==> src/rtl/ws2812_pkg.sv <==
// Shared types and default 50 MHz timing for the WS2812 frame driver.
package ws2812_pkg;

  typedef enum logic [2:0] {
    ST_IDLE,
    ST_REQ,
    ST_WAIT,
    ST_SEND,
    ST_LATCH
  } state_t;

  localparam int WORD_W        = 24;
  localparam int DEF_T0H_CYC   = 20;     // 0.40 us high for a '0'
  localparam int DEF_T1H_CYC   = 40;     // 0.80 us high for a '1'
  localparam int DEF_BIT_CYC   = 63;     // 1.26 us bit period
  localparam int DEF_RESET_CYC = 15000;  // 300 us latch gap

  function automatic int max_int(input int a, input int b);
    return (a > b) ? a : b;
  endfunction

endpackage

==> src/rtl/ws2812_word_tx.sv <==
// Serialises one 24-bit GRB word onto the WS2812 line, MSB first.
module ws2812_word_tx
  import ws2812_pkg::*;
#(
  parameter int T0H_CYC = DEF_T0H_CYC,
  parameter int T1H_CYC = DEF_T1H_CYC,
  parameter int BIT_CYC = DEF_BIT_CYC,
  parameter int CNT_W   = 8
) (
  input  logic              video_clk,
  input  logic              rst,
  input  logic              start,
  input  logic [WORD_W-1:0] word,
  output logic              done,
  output logic              led_dout
);

  localparam logic [CNT_W-1:0] T0H_C      = CNT_W'(T0H_CYC);
  localparam logic [CNT_W-1:0] T1H_C      = CNT_W'(T1H_CYC);
  localparam logic [CNT_W-1:0] BIT_LAST_C = CNT_W'(BIT_CYC - 1);

  logic              active_q, active_d;
  logic [4:0]        bit_idx_q, bit_idx_d;
  logic [CNT_W-1:0]  cyc_q, cyc_d;
  logic              led_q, led_d;
  logic [WORD_W-1:0] shreg_q, shreg_d;
  logic [CNT_W-1:0]  hi_len;

  assign hi_len   = shreg_q[WORD_W-1] ? T1H_C : T0H_C;
  assign led_dout = led_q;

  // Next-state for the bit sequencer; led level is precomputed for the next cycle
  always_comb begin
    active_d  = active_q;
    bit_idx_d = bit_idx_q;
    cyc_d     = cyc_q;
    led_d     = led_q;
    shreg_d   = shreg_q;
    done      = 1'b0;
    if (start) begin
      shreg_d   = word;
      bit_idx_d = 5'd23;
      cyc_d     = '0;
      active_d  = 1'b1;
      led_d     = 1'b1;
    end else if (active_q) begin
      if (cyc_q == BIT_LAST_C) begin
        cyc_d = '0;
        if (bit_idx_q == 5'd0) begin
          done     = 1'b1;
          active_d = 1'b0;
          led_d    = 1'b0;
        end else begin
          bit_idx_d = bit_idx_q - 5'd1;
          shreg_d   = {shreg_q[WORD_W-2:0], 1'b0};
          led_d     = 1'b1;
        end
      end else begin
        cyc_d = cyc_q + 1'b1;
        led_d = ((cyc_q + 1'b1) < hi_len);
      end
    end
  end

  // Control and line state, cleared asynchronously so the line drops at once
  always_ff @(posedge video_clk or posedge rst) begin
    if (rst) begin
      active_q  <= 1'b0;
      bit_idx_q <= '0;
      cyc_q     <= '0;
      led_q     <= 1'b0;
    end else begin
      active_q  <= active_d;
      bit_idx_q <= bit_idx_d;
      cyc_q     <= cyc_d;
      led_q     <= led_d;
    end
  end

  // Colour shift register; contents are don't-care until start loads it
  always_ff @(posedge video_clk) begin
    shreg_q <= shreg_d;
  end

endmodule

==> src/rtl/ws2812_frame_driver.sv <==
// Fetches a buffered frame word by word and drives it onto a WS2812 strip.
module ws2812_frame_driver
  import ws2812_pkg::*;
#(
  parameter int LED_NUM      = 444,
  parameter int T0H_CYC      = DEF_T0H_CYC,
  parameter int T1H_CYC      = DEF_T1H_CYC,
  parameter int BIT_CYC      = DEF_BIT_CYC,
  parameter int RESET_CYC    = DEF_RESET_CYC,
  parameter int RESP_TIMEOUT = 8
) (
  input  logic              rst,
  input  logic              video_clk,
  input  logic              wr_done,
  output logic              rd_req,
  input  logic [WORD_W-1:0] rgb_i,
  input  logic              rgb_i_val,
  output logic              led_dout,
  output logic              busy,
  output logic              resp_timeout
);

  localparam int CNT_W = $clog2(max_int(BIT_CYC, RESET_CYC) + 1);
  localparam int LED_W = (LED_NUM > 1) ? $clog2(LED_NUM) : 1;

  localparam logic [CNT_W-1:0] TIMEOUT_C    = CNT_W'(RESP_TIMEOUT);
  localparam logic [CNT_W-1:0] LATCH_LAST_C = CNT_W'(RESET_CYC - 1);
  localparam logic [LED_W-1:0] LED_LAST_C   = LED_W'(LED_NUM - 1);

  state_t           state_q, state_d;
  logic [CNT_W-1:0] cnt_q, cnt_d;
  logic [LED_W-1:0] led_cnt_q, led_cnt_d;
  logic             rd_req_q, rd_req_d;
  logic             busy_q, busy_d;
  logic             resp_timeout_q, resp_timeout_d;
  logic             tx_start;
  logic             tx_done;

  assign rd_req       = rd_req_q;
  assign busy         = busy_q;
  assign resp_timeout = resp_timeout_q;

  // Fetch FSM next-state; cnt_q is the wait timer in REQ/WAIT and the latch timer in LATCH
  always_comb begin
    state_d        = state_q;
    cnt_d          = cnt_q;
    led_cnt_d      = led_cnt_q;
    rd_req_d       = 1'b0;
    busy_d         = busy_q;
    resp_timeout_d = 1'b0;
    tx_start       = 1'b0;
    unique case (state_q)
      ST_IDLE: begin
        cnt_d = '0;
        if (wr_done) begin
          state_d   = ST_REQ;
          led_cnt_d = '0;
          rd_req_d  = 1'b1;
          busy_d    = 1'b1;
        end
      end
      ST_REQ: begin
        state_d = ST_WAIT;
        cnt_d   = cnt_q + 1'b1;
      end
      ST_WAIT: begin
        // A missing response still sends whatever sits on rgb_i, so the strip
        // always receives a full frame even when upstream drops the last valid.
        if (rgb_i_val || (cnt_q == TIMEOUT_C)) begin
          tx_start       = 1'b1;
          resp_timeout_d = ~rgb_i_val;
          state_d        = ST_SEND;
          cnt_d          = '0;
        end else begin
          cnt_d = cnt_q + 1'b1;
        end
      end
      ST_SEND: begin
        if (tx_done) begin
          cnt_d = '0;
          if (led_cnt_q == LED_LAST_C) begin
            state_d = ST_LATCH;
          end else begin
            led_cnt_d = led_cnt_q + 1'b1;
            state_d   = ST_REQ;
            rd_req_d  = 1'b1;
          end
        end
      end
      ST_LATCH: begin
        if (cnt_q == LATCH_LAST_C) begin
          state_d = ST_IDLE;
          busy_d  = 1'b0;
          cnt_d   = '0;
        end else begin
          cnt_d = cnt_q + 1'b1;
        end
      end
      default: begin
        state_d = ST_IDLE;
        cnt_d   = '0;
        busy_d  = 1'b0;
      end
    endcase
  end

  // FSM, counters and registered outputs
  always_ff @(posedge video_clk or posedge rst) begin
    if (rst) begin
      state_q        <= ST_IDLE;
      cnt_q          <= '0;
      led_cnt_q      <= '0;
      rd_req_q       <= 1'b0;
      busy_q         <= 1'b0;
      resp_timeout_q <= 1'b0;
    end else begin
      state_q        <= state_d;
      cnt_q          <= cnt_d;
      led_cnt_q      <= led_cnt_d;
      rd_req_q       <= rd_req_d;
      busy_q         <= busy_d;
      resp_timeout_q <= resp_timeout_d;
    end
  end

  ws2812_word_tx #(
    .T0H_CYC (T0H_CYC),
    .T1H_CYC (T1H_CYC),
    .BIT_CYC (BIT_CYC),
    .CNT_W   (CNT_W)
  ) u_word_tx (
    .video_clk (video_clk),
    .rst       (rst),
    .start     (tx_start),
    .word      (rgb_i),
    .done      (tx_done),
    .led_dout  (led_dout)
  );

endmodule

==> config.mk <==
export PLATFORM = sky130hd
export DESIGN_NAME = ws2812_frame_driver
export DESIGN_NICKNAME = d
export VERILOG_FILES = /design/src/rtl/ws2812_pkg.sv /design/src/rtl/ws2812_word_tx.sv /design/src/rtl/ws2812_frame_driver.sv
export SDC_FILE = /design/constraint.sdc
export NUM_CORES = 1
export LEC_CHECK = 0
export BUFFER_PORTS_ARGS = -buffer_cell sky130_fd_sc_hd__buf_2
export CORE_MARGIN = 1.5
export CORE_UTILIZATION = 25
export CTS_CLUSTER_DIAMETER = 50
export DETAILED_ROUTE_END_ITERATION = 16
export PLACE_DENSITY = 0.44
export SETUP_SLACK_MARGIN = 0.4
export SYNTH_ARGS = -nofsm -noshare
export SYNTH_HDL_FRONTEND = slang
export SYNTH_HIERARCHICAL = 1
export SYNTH_SLANG_ARGS = --single-unit
==> constraint.sdc <==
create_clock -name video_clk -period 8.35 [get_ports video_clk]
set_clock_uncertainty 0.15 [all_clocks]
set_input_delay 0 -clock video_clk [delete_from_list [all_inputs] [get_ports video_clk]]
set_output_delay 0 -clock video_clk [all_outputs]
set_load 0.005 [all_outputs]
======== Word-level counts from Yosys, hierarchy flattened ========
Index checks and enable logic that the tools add are counted.
Widths: inputs -> output; s select.
word-level totals
  output and inout port bits .............. 4
  logic and storage cells ................. 91
  input port bits ......................... 28
  bits in registers ....................... 74
cells by class
  equality and inequality tests ........... 14
  $lt $le $gt $ge ......................... 1
  reductions and logical operators ........ 11
  bitwise logic cells ..................... 2
  muxes and demuxes ....................... 48
  add/subtract/negate cells ............... 4
operator list
  operator               number
  $mux 24                4
  $mux 14                6
  $pmux 14 s4            1
  $add 14x1->14 const B  2
  $mux 9                 3
  $mux 1                 20
  $mux 5                 4
  $pmux 9 s2             1
  $mux 3                 5
  $pmux 3 s5             1
  $eq 14x14->1 const B   1
  $eq 14x4->1 const B    1
  $eq 14x6->1 const B    1
  $lt 14x14->1           1
  $ne 2x2->1 const B     6
  $add 9x1->9 const B    1
  $eq 9x9->1 const B     1
  $reduce_and 4->1       2
  $eq 3x2->1 const B     2
  $mux 6                 1
  $reduce_and 3->1       2
  $reduce_bool 2->1      3
  $logic_not 5->1        1
  $sub 5x1->5 const B    1
  other kinds (8)        9

======== Depth between registers and ports, before layout ========
  word-level depth ........................ 7
  depth in mapped cells ................... 15
  gate-level depth less buffers ........... 12

======== By module ========
Netlist, hierarchy kept.
modules (own cells, without submodules)
  module               cells each  instances  area each (um^2)  seq. area each (um^2)
  ws2812_word_tx       212         1          2419.8            1246.2
  ws2812_frame_driver  168         1          1586.5            725.7

======== Least setup slack after synthesis ========
Ideal clock, no wire load.
  kind .................................... register to register
  start ................................... reg cnt_q[5]
  end ..................................... reg cnt_q[2]
  slack ................................... 4.993 ns
  path buffers ............................ 3
  library setup time ...................... 0.136 ns
  period minus slack after synthesis ...... 3.357 ns
  data required time ...................... 8.064 ns
  stages on the path, launching flop included .. 12
  data arrival time ....................... 3.071 ns
  path through ............................ dfrtp_1 > or4_4 > nor4_4 > o211a_1 > buf_1 > clkbuf_1 > nor3_1 > nand4bb_1 > clkbuf_1 > mux2_2 > o21ai_0 > a21oi_1
between the ends
  longest elaborated chain between the ends .. 6
  elaborated cells on any way between the ends .. 10
  those cells by class .................... eq/ne: 3; mux: 6; reduce/logical: 1
ends and longest elaborated chain
  element                      RTL line                    source
  start, declared              ws2812_frame_driver.sv:31   logic [CNT_W-1:0] cnt_q, cnt_d;
  start signal, assigned       ws2812_frame_driver.sv:118  cnt_q <= cnt_d;
  $eq 14x4->1                  ws2812_frame_driver.sv:69   if (rgb_i_val || (cnt_q == TIMEOUT_C)) begin
  $logic_or 1x1->1             ws2812_frame_driver.sv:69
  $mux 1                       ws2812_frame_driver.sv:69
  $mux 1                       ws2812_frame_driver.sv:52   unique case (state_q)
  via tx_start                 ws2812_frame_driver.sv:36   logic tx_start;
  $mux 1                       ws2812_word_tx.sv:40        if (start) begin
  via tx_done                  ws2812_frame_driver.sv:37   logic tx_done;
  $ne 2x2->1 (no source line)  n/a
The timed path passes the listed nets, and every way through them passes these cells.
A chain may end at the register's enable or synchronous reset.

======== Worst setup path after layout ========
  start ................................... reg u_word_tx.cyc_q[0]
  end ..................................... reg cnt_q[13]
between the ends
  longest elaborated chain between the ends .. 5
ends and longest elaborated chain
  element                      RTL line                   source
  start, declared              ws2812_word_tx.sv:24       logic [CNT_W-1:0] cyc_q, cyc_d;
  start signal, assigned       ws2812_word_tx.sv:75       cyc_q <= cyc_d;
  $eq 14x6->1                  ws2812_word_tx.sv:47       if (cyc_q == BIT_LAST_C) begin
  $mux 1                       ws2812_word_tx.sv:47
  $mux 1                       ws2812_word_tx.sv:46       end else if (active_q) begin
  $mux 1                       ws2812_word_tx.sv:40
  via tx_done                  ws2812_frame_driver.sv:37
  $ne 2x2->1 (no source line)  n/a
The timed path passes the listed nets, and every way through them passes these cells.

==> results by group <==
Run status
  • Status: completed

Power
  • Comb pwr share: 0.180
  • Clock network power share: 0.379
  • Sw frac: 0.295
  • P_leak: 1.97 nW
  • Switching power: 0.310 mW
  • Design Power: 1.05 mW
  • Seq pwr share: 0.442
  • Pint: 0.739 mW
  • Worst vdd ir: 0.0913 mV
  • PwrDens: 213 nW/um2

Floorplanning
  • Die Y: 130 um
  • # IOs: 32
  • Initial core utilization: 0.254
  • DIE WIDTH: 130 um
  • Core Area: 15,800 um2
  • Row count: 46
  • Die ar.: 16,800 um2

Setup path
  • Critical path's top delay family: simple AND/OR/NAND/NOR gates
  • Crit end category: register
  • CP max-delay cell: nand4bb_1
  • CP bufs+invs: 1
  • Critical path type: register to register
  • Critical path fanouts, max: 21
  • Required time of the critical path: 8.39 ns
  • Crit path DAT: approximately 4.3 ns
  • Number of cells on the worst reg-to-reg path: 11
  • WP depth: 11
  • Critical path's largest stage delay: 0.72 ns
  • Crit-path cells: inv_1, ha_1, or4b_4, nor4_4, nand2_1, nor3_1, nand4bb_1, nand4_1, nor3_1, xnor2_1, a21oi_1
  • Startpoint types: register
  • Crit path top cell by count: nor3_1

Cells and area
  • Final Non-Filler Cells: 656
  • # fillers: 1,643
  • Commonest cells after routing, fill and taps aside: dfrtp_1, buf_2, nand2_1
  • Most common cell after layout, fill and taps aside: dfrtp_1
  • Share of layout cells above drive strength 1: 0.202
  • Fin nets: 473
  • Ant diodes: 0
  • Area of the multi-input gates: roughly 1900 um2
  • Design area: 4930 um2
  • Layout Area Growth over Synthesis: 23.1%
  • FF+latch area: ~2000 um2

STA
  • Fin crit share: 0.507
  • RSZ-0062 raised after global routing: false
  • Fmax achieved: ~240 MHz
  • Final Slew Violations: 0
  • Relative slew margins: 0.299
  • Final Setup Violations: 0
  • Total negative setup slack: 0 ns
  • Min Tclk post-route: ~4.2 ns
  • Setup WS post-layout: slightly above 4 ns
  • Measured slew at the worst slew-check pin: 1.05 ns
  • Final Hold Viols: 0

Placed design
  • Cell count after placement: 613
  • Placed Area: 4360 um2
  • Post-DP HPWL: around 5.7 mm
  • Pre-CTS setup slack: 4.11 ns
  • Number of port buffers: 31
  • RD Place Congestion: ~0.73

Clocking
  • Clk buf depth: 2
  • H-tree levels: 3
  • Resize count post-CTS: 0
  • Sink Count: 74
  • Worst skew pair latency: 0.34 ns
  • Worst-path clk slew: ~0.060 ns
  • Num CTS Buffers: 9
  • Hold_buf cts: 27
  • CTS tree: done
  • Clock root buffer: clkbuf_16
  • Post-CTS Setup Bufs: 0

Yosys
  • Cell variety after synth: 62
  • Compound-gate portion of the synthesized area: 0.117
  • Share of the synthesized area in the top cell type: 0.312
  • Number of synthesized flops with an enable pin: 24
  • Synth Cell Area: 4010 um2
  • Simple-Gate Fraction of Synth Area: 0.199
  • Top FF cell, synth: dfrtp_1
  • Async S/R FF share, synth: 0.676
  • Combinational family with the most area after synthesis: simple AND/OR/NAND/NOR gates
  • Seq/Total Area, Yosys: 0.492
  • Gate count after technology mapping: between 300 and 400
  • #FFs+latches synth: 74
  • Ys Warns: 6
  • Main area contributors after synthesis: dfrtp_1, edfxtp_1, mux2_2
  • Syn_area_per_cell: 10.5 um2
  • Cell taking the most area after synthesis: dfrtp_1
  • Post-Synth XOR/XNOR Area: 0.0547
  • Synth Net Count: 418
  • Synth Area in Adders: 0.0312
  • Mux share of post-synthesis cell area: 0.0700

Global route
  • Total track usage: 0.111
  • First-pass GRT wire length: between 10 and 15 mm
  • Largest net degree at the start of global routing: about 40
  • Vias in the first global route: 2,885
  • Grt ovf: 0
  • Initial antenna violation count: 0

Route
  • Initial DRC Count: 146
  • # DRC: 0
  • Via count: between 2,000 and 3,000
  • Avg Vias per Cell: 4.54
  • Routed WL per cell: 12.9 um
  • Metal2 WL: 3.99 mm
  • Post-DRT Antenna Nets: 0
  • Met1 WL: 4.04 mm
  • Max layer used: met4
  • Met3 wire length: 261 um
  • TritonRoute pass-1 iters: 4
  • WL final: 8.46 mm

Worst hold path
  • Hold Path Class: primary input to async pin

Job
  • Max capacitance violation total: 0
## stage by stage
step | hold slack, ns | utilization
after global placement | -0.0428 | 0.276
after floorplan | -0.173 | -
final | 0.109 | 0.313
after global routing | 0.180 | 0.313
after detailed placement | -0.0510 | 0.276
after CTS | 0.128 | 0.313
## kinds of logic after synthesis
family	after synthesis
AOI/OAI and AO/OA	74
xor gates and xnor gates	25
adders and majority gates	10
buffers and inverters	31
DFF	74
muxes	25
and+or+nand+nor	141
## final cells by class
type                    count  area share
well taps                 216      0.0548
inverters                  15      0.0114
clock inverters             7      0.0155
repair buffers             60      0.0893
multi-input cells         275       0.383
flip-flops and latches     74       0.400
clock buffers               9      0.0457
## synth_stat cells (all sizes together) (3+ instances only)
master / count
mux2: 24
nand3b: 3
nand3: 17
nand2b: 8
a22o: 3
clkbuf: 8
inv: 14
edfxtp: 24
xnor2: 16
a21oi: 20
nor3: 14
dfrtp: 50
or3: 3
xor2: 9
nand4: 7
nand2: 30
and3: 10
buf: 8
ha: 10
o21ai: 23
a31oi: 4
a21o: 4
or2: 3
and2: 3
nor4: 6
a211oi: 5
nor2: 25
## power groups by stage
stage | Combinational, mW | Clock, mW | Sequential [mW]
after floorplan | 0.155 | 0 | 0.446
after global placement | 0.179 | 0 | 0.470
after detailed placement | 0.181 | 0 | 0.470
after CTS | 0.192 | 0.415 | 0.463
after global routing | 0.217 | 0.429 | 0.471
final | 0.188 | 0.397 | 0.463
## final timing paths
kind | start | endpoint | slack [ns]
worst min-delay path | rst | cnt_q[5]$_DFFE_PP0N_ | 0.11
max in group asynchronous | rst | u_word_tx/cyc_q[11]$_DFFE_PP0P_ | 7.27
worst max-delay path | u_word_tx/cyc_q[0]$_DFFE_PP0P_ | cnt_q[13]$_DFFE_PP0N_ | 4.11
min in group video_clk | rgb_i[0] | u_word_tx/shreg_q[0]$_SDFFCE_PN0P_ | 0.33
worst max register to register | u_word_tx/cyc_q[0]$_DFFE_PP0P_ | cnt_q[13]$_DFFE_PP0N_ | 4.11
worst min register to register | u_word_tx/bit_idx_q[1]$_DFFE_PP0P_ | u_word_tx/bit_idx_q[1]$_DFFE_PP0P_ | 0.37
## metal layers
layer  up-vias  track usage
met5         -            0
met4         0       0.0529
met3        13       0.0277
met2        43        0.178
met1      1432        0.141
li1       1488            -
## registers in the layout, indices dropped and copies added (netlist names)
name                 flops
busy                     1
cnt_q                   14
led_cnt_q                9
rd_req                   1
resp_timeout             1
state_q                  3
u_word_tx/active_q       1
u_word_tx/bit_idx_q      5
u_word_tx/cyc_q         14
u_word_tx/led_dout       1
u_word_tx/shreg_q       24
## worst register-to-register path: stages (launching register included)
cell,delay [ns]
dfrtp_1,0.45
inv_1,0.09
ha_1,0.13
or4b_4,0.48
nor4_4,0.63
nand2_1,0.15
nor3_1,0.40
nand4bb_1,0.72
nand4_1,0.37
nor3_1,0.30
xnor2_1,0.14
a21oi_1,0.05
(Power assumes the default switching activity.)
